[src/rtl/bias_stream_loader.sv]
// Serial bias-word loader assembling N_adder_tree x 18-bit lanes into a packed bias bus.
// Optional shadow bank (atomic commit, q held during reload) enabled by BIAS_LOADER_DBUF_EN.
module bias_stream_loader #(
  parameter int N_adder_tree = 16,
  parameter int W            = 18
) (
  input  logic                      clk,
  input  logic                      rst,
  input  logic                      load_start,
  input  logic                      in_valid,
  input  logic [W-1:0]              in_data,
  output logic                      in_ready,
  input  logic                      layer_busy,
  output logic [N_adder_tree*W-1:0] q,
  output logic                      bank_valid,
  output logic                      load_done
);

  localparam int CW = $clog2(N_adder_tree);
  localparam logic [CW-1:0] LAST_LANE = CW'(N_adder_tree - 1);

  typedef enum logic [1:0] {
    IDLE   = 2'd0,
    LOAD   = 2'd1,
    COMMIT = 2'd2
  } state_t;

  state_t                    state_q, state_d;
  logic [CW-1:0]             cnt_q, cnt_d;
  logic                      in_ready_q, in_ready_d;
  logic                      load_done_q, load_done_d;
  logic                      bank_valid_q, bank_valid_d;
  logic [N_adder_tree*W-1:0] q_q, q_d;
`ifdef BIAS_LOADER_DBUF_EN
  logic [N_adder_tree*W-1:0] shadow_q, shadow_d;
`endif

  logic accept_s;
  logic last_s;
  logic start_s;
  logic commit_s;

  assign accept_s = in_valid & in_ready_q;
  assign last_s   = (cnt_q == LAST_LANE);
  assign start_s  = (state_q == IDLE) && (state_d == LOAD);
  assign commit_s = (state_q == COMMIT) && (state_d == IDLE);

  always_ff @(posedge clk) begin
    if (rst) begin
      state_q <= IDLE;
    end else begin
      state_q <= state_d;
    end
  end

  always_comb begin
    state_d = state_q;
    case (state_q)
      IDLE: begin
        if (load_start) state_d = LOAD;
        else            state_d = IDLE;
      end
      LOAD: begin
        if (accept_s && last_s) state_d = COMMIT;
        else                    state_d = LOAD;
      end
      COMMIT: begin
        if (!layer_busy) state_d = IDLE;
        else             state_d = COMMIT;
      end
      default: state_d = IDLE;
    endcase
  end

  // Without the shadow bank, accepted words land directly in q and bank_valid drops during LOAD.
  always_comb begin
    cnt_d        = cnt_q;
    in_ready_d   = (state_d == LOAD);
    load_done_d  = 1'b0;
    bank_valid_d = bank_valid_q;
    q_d          = q_q;
`ifdef BIAS_LOADER_DBUF_EN
    shadow_d     = shadow_q;
`endif

    if (start_s) begin
      cnt_d = '0;
`ifndef BIAS_LOADER_DBUF_EN
      bank_valid_d = 1'b0;
`endif
    end else if (accept_s && !last_s) begin
      cnt_d = cnt_q + CW'(1);
    end else begin
      cnt_d = cnt_q;
    end

    if (accept_s) begin
`ifdef BIAS_LOADER_DBUF_EN
      shadow_d[int'(cnt_q)*W +: W] = in_data;
`else
      q_d[int'(cnt_q)*W +: W] = in_data;
`endif
    end else begin
      q_d = q_d;
    end

    if (commit_s) begin
      load_done_d  = 1'b1;
      bank_valid_d = 1'b1;
`ifdef BIAS_LOADER_DBUF_EN
      q_d = shadow_q;
`endif
    end else begin
      load_done_d = 1'b0;
    end
  end

  always_ff @(posedge clk) begin
    if (rst) begin
      cnt_q        <= '0;
      in_ready_q   <= 1'b0;
      load_done_q  <= 1'b0;
      bank_valid_q <= 1'b0;
      q_q          <= '0;
`ifdef BIAS_LOADER_DBUF_EN
      shadow_q     <= '0;
`endif
    end else begin
      cnt_q        <= cnt_d;
      in_ready_q   <= in_ready_d;
      load_done_q  <= load_done_d;
      bank_valid_q <= bank_valid_d;
      q_q          <= q_d;
`ifdef BIAS_LOADER_DBUF_EN
      shadow_q     <= shadow_d;
`endif
    end
  end

  assign in_ready   = in_ready_q;
  assign load_done  = load_done_q;
  assign bank_valid = bank_valid_q;
  assign q          = q_q;

endmodule

[config.mk]
export PLATFORM = sky130hd
export DESIGN_NAME = bias_stream_loader
export DESIGN_NICKNAME = d
export VERILOG_FILES = /design/src/rtl/bias_stream_loader.sv
export SDC_FILE = /design/constraint.sdc
export NUM_CORES = 1
export LEC_CHECK = 0
export ABC_AREA = 1
export CORE_MARGIN = 2
export CORE_UTILIZATION = 53
export DETAILED_ROUTE_END_ITERATION = 8
export GPL_TIMING_DRIVEN = 0
export PLACE_DENSITY_LB_ADDON = 0.2
export RECOVER_POWER = 50
export SLEW_MARGIN = 10
export SYNTH_ARGS = -nofsm -noshare
export SYNTH_HDL_FRONTEND = slang
export SYNTH_SLANG_ARGS = --single-unit
[constraint.sdc]
create_clock -name clk -period 4.3 [get_ports clk]
set_clock_uncertainty 0.2 [all_clocks]
set_input_delay 0.86 -clock clk [delete_from_list [all_inputs] [get_ports clk]]
set_output_delay 0.86 -clock clk [all_outputs]
set_load 0.02 [all_outputs]
Yosys cells after proc, flatten, opt, wreduce, memory -nomap -nowiden:

Index checks and enable logic that the tools add are counted.

* mux-type cells: 8
* equality and inequality tests: 4
* add/subtract/negate cells: 2
* bitwise operators: 1
* shift operators: 2
* magnitude comparators: 0
* divide/modulo/power cells: 0
* $mul: 1
* reductions and logical operators: 9

Operator list (number)
* $bwmux W288: 1
* $shift A18 B33 Y288 const A: 1
* $shiftx A18 B33 Y288: 1
* $neg A9 Y33: 1
* $mul A4 B4 Y8 const B: 1
* $pmux W2 S3: 1
* $add A4 B1 Y4 const B: 1
* $eq A2 B1 Y1 const B: 2
* $eq A4 B4 Y1 const B: 1
* $logic_and A1 B1 Y1: 4
* $logic_not A2 Y1: 2
* $mux W1: 4
* $mux W2: 2
* $eq A2 B2 Y1 const B: 1
* $reduce_bool A2 Y1: 1
* $reduce_or A2 Y1: 1
* $and A1 B1 Y1: 1
* $logic_not A1 Y1: 1

* bits in latches: 0
* memories: 0
* memory bits (read-only): 0
* word-level logic and storage cells: 33
* output and inout bits: 291
* bits of input ports: 23
* register bits: 297
* RAM bits: 0

Depth between registers and ports, before layout:

Gate-level depths: netlist (run 1).

* depth in word-level cells: 8
* gate-level depth with buffers: 22
* mapped depth without buffers: 21

Worst setup path before layout (run 1):

OpenSTA, ideal clock, no wires.

* path type: reg2reg
* start: register cnt_q[0]
* end: register q_q[108], in the netlist q[108]
* stages on the path, launching flop included: 18
* setup time: 0.116 ns
* clock period less this slack: 3.394 ns
* required time: 3.984 ns
* data arrival time: 3.078 ns
* buffers on the path: 3
* path slack: 0.906 ns
* path through: dfxtp_1 -> ha_1 -> ha_1 -> ha_1 -> inv_1 -> nand2_1 -> nor2_2 -> buf_2 -> ha_1 -> clkinv_1 -> nor2_1 -> nand2_1 -> inv_1 -> buf_4 -> buf_2 -> nand3_1 -> o21ai_0 -> nor2_1

* word-level cells in the longest chain between the ends: 4
* elaborated cells between the ends (all ways): 5
* those cells by class: add/sub (1); mul (1); shift (2); mux (1)

Ends and longest elaborated chain
* start: declaration: line 29 `logic [CW-1:0] cnt_q, cnt_d;`
* start signal: assignment: line 129 `cnt_q <= cnt_d;`
* $mul A4 B4 Y8 *: line 101 `q_d[int'(cnt_q)*W +: W] = in_data;`
* $neg A9 Y33 *: line 101
* $shiftx A18 B33 Y288 / $shift A18 B33 Y288 (equally long branches): line 101
* $bwmux W288 *: line 101
* end signal: assignment: line 133 `q_q <= q_d;`
* end: declaration: line 33 `logic [N_adder_tree*W-1:0] q_q, q_d;`

Every way passes the cells marked *; elsewhere a longest branch is shown, timed or not.
A chain may end at the register's enable or synchronous reset.

Worst setup path after layout (run 1):

* start: register cnt_q[0]
* end: register q_q[144], in the netlist q[144]

Same word-level chain as after synthesis.

==> flow_metrics.env, run 1 <==
export IMPL_outcome="finished, violations left"
export IMPL_violations="design-rule violations, negative setup slack"
export IMPL_design_area_um2=20800
export IMPL_die_x_um=178
export IMPL_first_global_vias=19400
export IMPL_ys_top_cells_by_area="dfxtp_1 37%, nand2_1 16%, nor2_1 9.4%, inv_1 8.9%, nand3_1 7.7%"
export IMPL_finalWorstSetupSlack_ns=-0.0302
export IMPL_irDropWorstVdd_mv=0.295
export IMPL_fin_crit_sh=1.01
export IMPL_final_nets=3027
export IMPL_initial_core_util=0.541
export IMPL_clkTransAtPathRegs_ns=0.06
export IMPL_synth_largest_area_cell="dfxtp_1"
export IMPL_synthesis_instances=2650
export IMPL_grt_max_degree=17
export IMPL_place_congestion=1.15
export IMPL_boundaryPins=314
export IMPL_grt_overflow_total=0
export IMPL_min_period_ns=4.33
export IMPL_rrSetupSlack_ns=-0.03
export IMPL_clk_latency_ns=0.59
export IMPL_synth_most_common_cell="nand2_1"
export IMPL_yosysSeqAreaShare=0.369
export IMPL_grt_pass1_wl_mm=112
export IMPL_rr_endpoint="q[144]"
export IMPL_grt_usage=0.464
export IMPL_synth_enable_flop_cells=0
export IMPL_remaining_drc_errors=1
export IMPL_synth_nets=2679
export IMPL_ant_nets=0
export IMPL_leakage_nw=10.8
export IMPL_hold_path_startpoint="state_q[0]"
export IMPL_root_buffer="clkbuf_16"
export IMPL_antenna_found_initial=2
export IMPL_wl_per_cell_um=22.5
export IMPL_drv_slew=0
export IMPL_rows=63
export IMPL_cts_tree="yes"
export IMPL_post_dp_cell_area_um2=19700
export IMPL_r2r_start="cnt_q[0]"
export IMPL_wirelength_mm=76.9
export IMPL_ys_ff_latch=297
export IMPL_holdPathStages=1
export IMPL_max_cap_violations=0
export IMPL_cts_buffers=30
export IMPL_synth_area_um2=16100
export IMPL_drtPass1Iterations=9
export IMPL_viasPerCell=6.05
export IMPL_hp_class="flop to flop"
export IMPL_core_area_um2=29800
export IMPL_routed_via_count=20600
export IMPL_power_density_nw_per_um2=302
export IMPL_ys_top_cells_by_count="698 x nand2_1, 403 x nor2_1, 381 x inv_1"
export IMPL_num_fill_cells=2370
export IMPL_dp_hpwl_mm=57.6
export IMPL_yosysUniqueCellTypes=37
export IMPL_drive_gt1_frac=0.0497
export IMPL_area_growth_pct=29.1
export IMPL_setup_violations_final=2
export IMPL_hold_end="load_done"
export IMPL_die_y_um=178
export IMPL_required_ns=4.57
export IMPL_ys_flop_type="dfxtp_1"
export IMPL_initialDrtViolationCount=3224
export IMPL_yosysWarnings=0
export IMPL_fmax_mhz=231
export IMPL_die_area_um2=31800
export IMPL_avgSynthCellArea_um2=6.08
export IMPL_path_max_fanout=10
export IMPL_relSlewSlack=0.127
export IMPL_reg2reg_depth=13
export IMPL_cts_hold_buf=0
export IMPL_synth_top_area_share=0.369
export IMPL_worst_slew_pin_slew_ns=1.30
export IMPL_h_tree_depth=1
export IMPL_rsz0062_at_grt="no"
export IMPL_cp_end_kind="flop"
export IMPL_worstSetupStartpointType="flop"
export IMPL_finalHoldViolations=0
export IMPL_worstPathArrival_ns=4.60
export IMPL_io_buffer_count=313
export IMPL_crit_start="cnt_q[0]"
export IMPL_timing_hold_ws_ns=0.313
export IMPL_crit_type="flop to flop"
export IMPL_cts_path_max_buffers=3
export IMPL_async_flop_share=0
export IMPL_cts_sinks=297
[logic make-up (layout without fill, tap and decap cells)]
family | after synthesis | after routing | share of synthesized area
buf+inv | 521 | 892 | 0.126
xor+xnor | 1 | 1 | 0.000543
simple gates | 1490 | 1490 | 0.391
fa+ha+maj | 6 | 6 | 0.00466
other cells | 0 | 2 | 0
flops | 297 | 297 | 0.369
compound gates | 335 | 335 | 0.109
[layer usage]
metal,GRT usage,up-vias,share of wire,routed length (um)
met2,0.720,1783,0.43,33400
met4,0.299,0,0.072,5560
li1,-,9053,-,-
met5,0,-,0,0
met3,0.0997,398,0.13,9830
met1,0.584,9408,0.37,28100
[cell usage in the layout (no fill, tap or decap), types with 3 or more instances in the layout]
master,instances
buf_2,33
o211ai_1,9
dlygate4sd3_1,291
nand3_2,3
a22oi_1,4
clkbuf_8,7
dfxtp_1,296
inv_1,381
nor2_4,7
inv_2,8
o21ai_2,10
nand3_1,246
nor4_1,3
clkinv_2,9
clkdlybuf4s50_1,22
o31ai_1,3
and2_1,4
nand2_2,4
buf_1,15
ha_1,5
clkbuf_1,69
a21oi_1,130
nor3_1,5
nor2_1,402
o21ai_0,169
nor2_2,8
buf_4,12
nand2_1,697
nand4_1,107
clkbuf_4,4
clkbuf_16,30
o21ai_1,5
[layout make-up]
cell class	instances	area (um2)	area share
Sequential cell	297	5950	0.286
Timing Repair Buffer	316	3160	0.152
Buffer	127	568	0.0273
Clock buffer	41	862	0.0414
Multi-Input combinational cell	1832	8170	0.393
Tap cell	390	488	0.0234
Antenna cell	2	5.00	0.000240
Inverter	394	1490	0.0715
Clock inverter	14	133	0.00637
[state kept, by name (all words and copies together), names as in the netlist]
name / cells
load_done: 1
in_ready: 1
q: 288
bank_valid: 1
state_q: 2
cnt_q: 4
[through the flow]
stage	power, mW	std cells	utilization	worst slack [ns]	TNS, ns
after floorplan	3.28	2650	-	0.906	0
after global placement	3.61	3353	0.663	-0.124	-0.831
after detailed placement	3.61	3353	0.663	-0.190	-3.34
after CTS	6.19	3408	0.696	0.0140	0
after global routing	6.38	3412	0.699	0.000886	0
final	6.29	3413	0.699	-0.0302	-0.0514
[power breakdown]
group / internal [mW] / switching [mW] / total (mW)
Clock: 1.47 / 1.21 / 2.68
Combinational: 0.173 / 0.661 / 0.834
Sequential: 2.77 / 0.00856 / 2.77
[worst max-delay path, cell delays in order (launching register included)]
cell and delay, ns:
dfxtp_1 0.45, inv_2 0.13, buf_2 0.23, ha_1 0.36, inv_2 0.18, nand2_1 0.30
nor2_1 0.77, inv_1 0.56, nor2_1 0.28, nand2_1 0.09, nand2_1 0.19, o21ai_0 0.13
nor2_1 0.26, nor2_1 0.08
[how the worst max path moves through the flow]
stage	slack [ns]	cells past startpoint	to
finish	-0.03	13	q[144]
global placement	-0.12	17	q[108]
CTS	0.01	17	q[108]
detailed placement	-0.19	17	q[108]
global route	0.0009	15	q[274]
floorplan	0.91	17	q[108]
[what timing repair did]
action                     4_1_cts  5_1_grt
cloned                           0        0
hold endpoints to repair         0        0
pin swaps                        0        1
resized for setup                3       17
buffers inserted                 0        3
setup endpoints to repair       75      153
Power figures use the tool's default switching activity.
==> inputs of run 2 (changes only) <==
--- a/config.mk
+++ b/config.mk
@@ -8,6 +8,7 @@
 export ABC_AREA = 1
 export CORE_MARGIN = 2
 export CORE_UTILIZATION = 53
+export CTS_CLUSTER_DIAMETER = 100
 export DETAILED_ROUTE_END_ITERATION = 8
 export GPL_TIMING_DRIVEN = 0
 export PLACE_DENSITY_LB_ADDON = 0.2
==> results of run 2 <==
No change in the layout: final DEF, timing and power equal those of run 1.
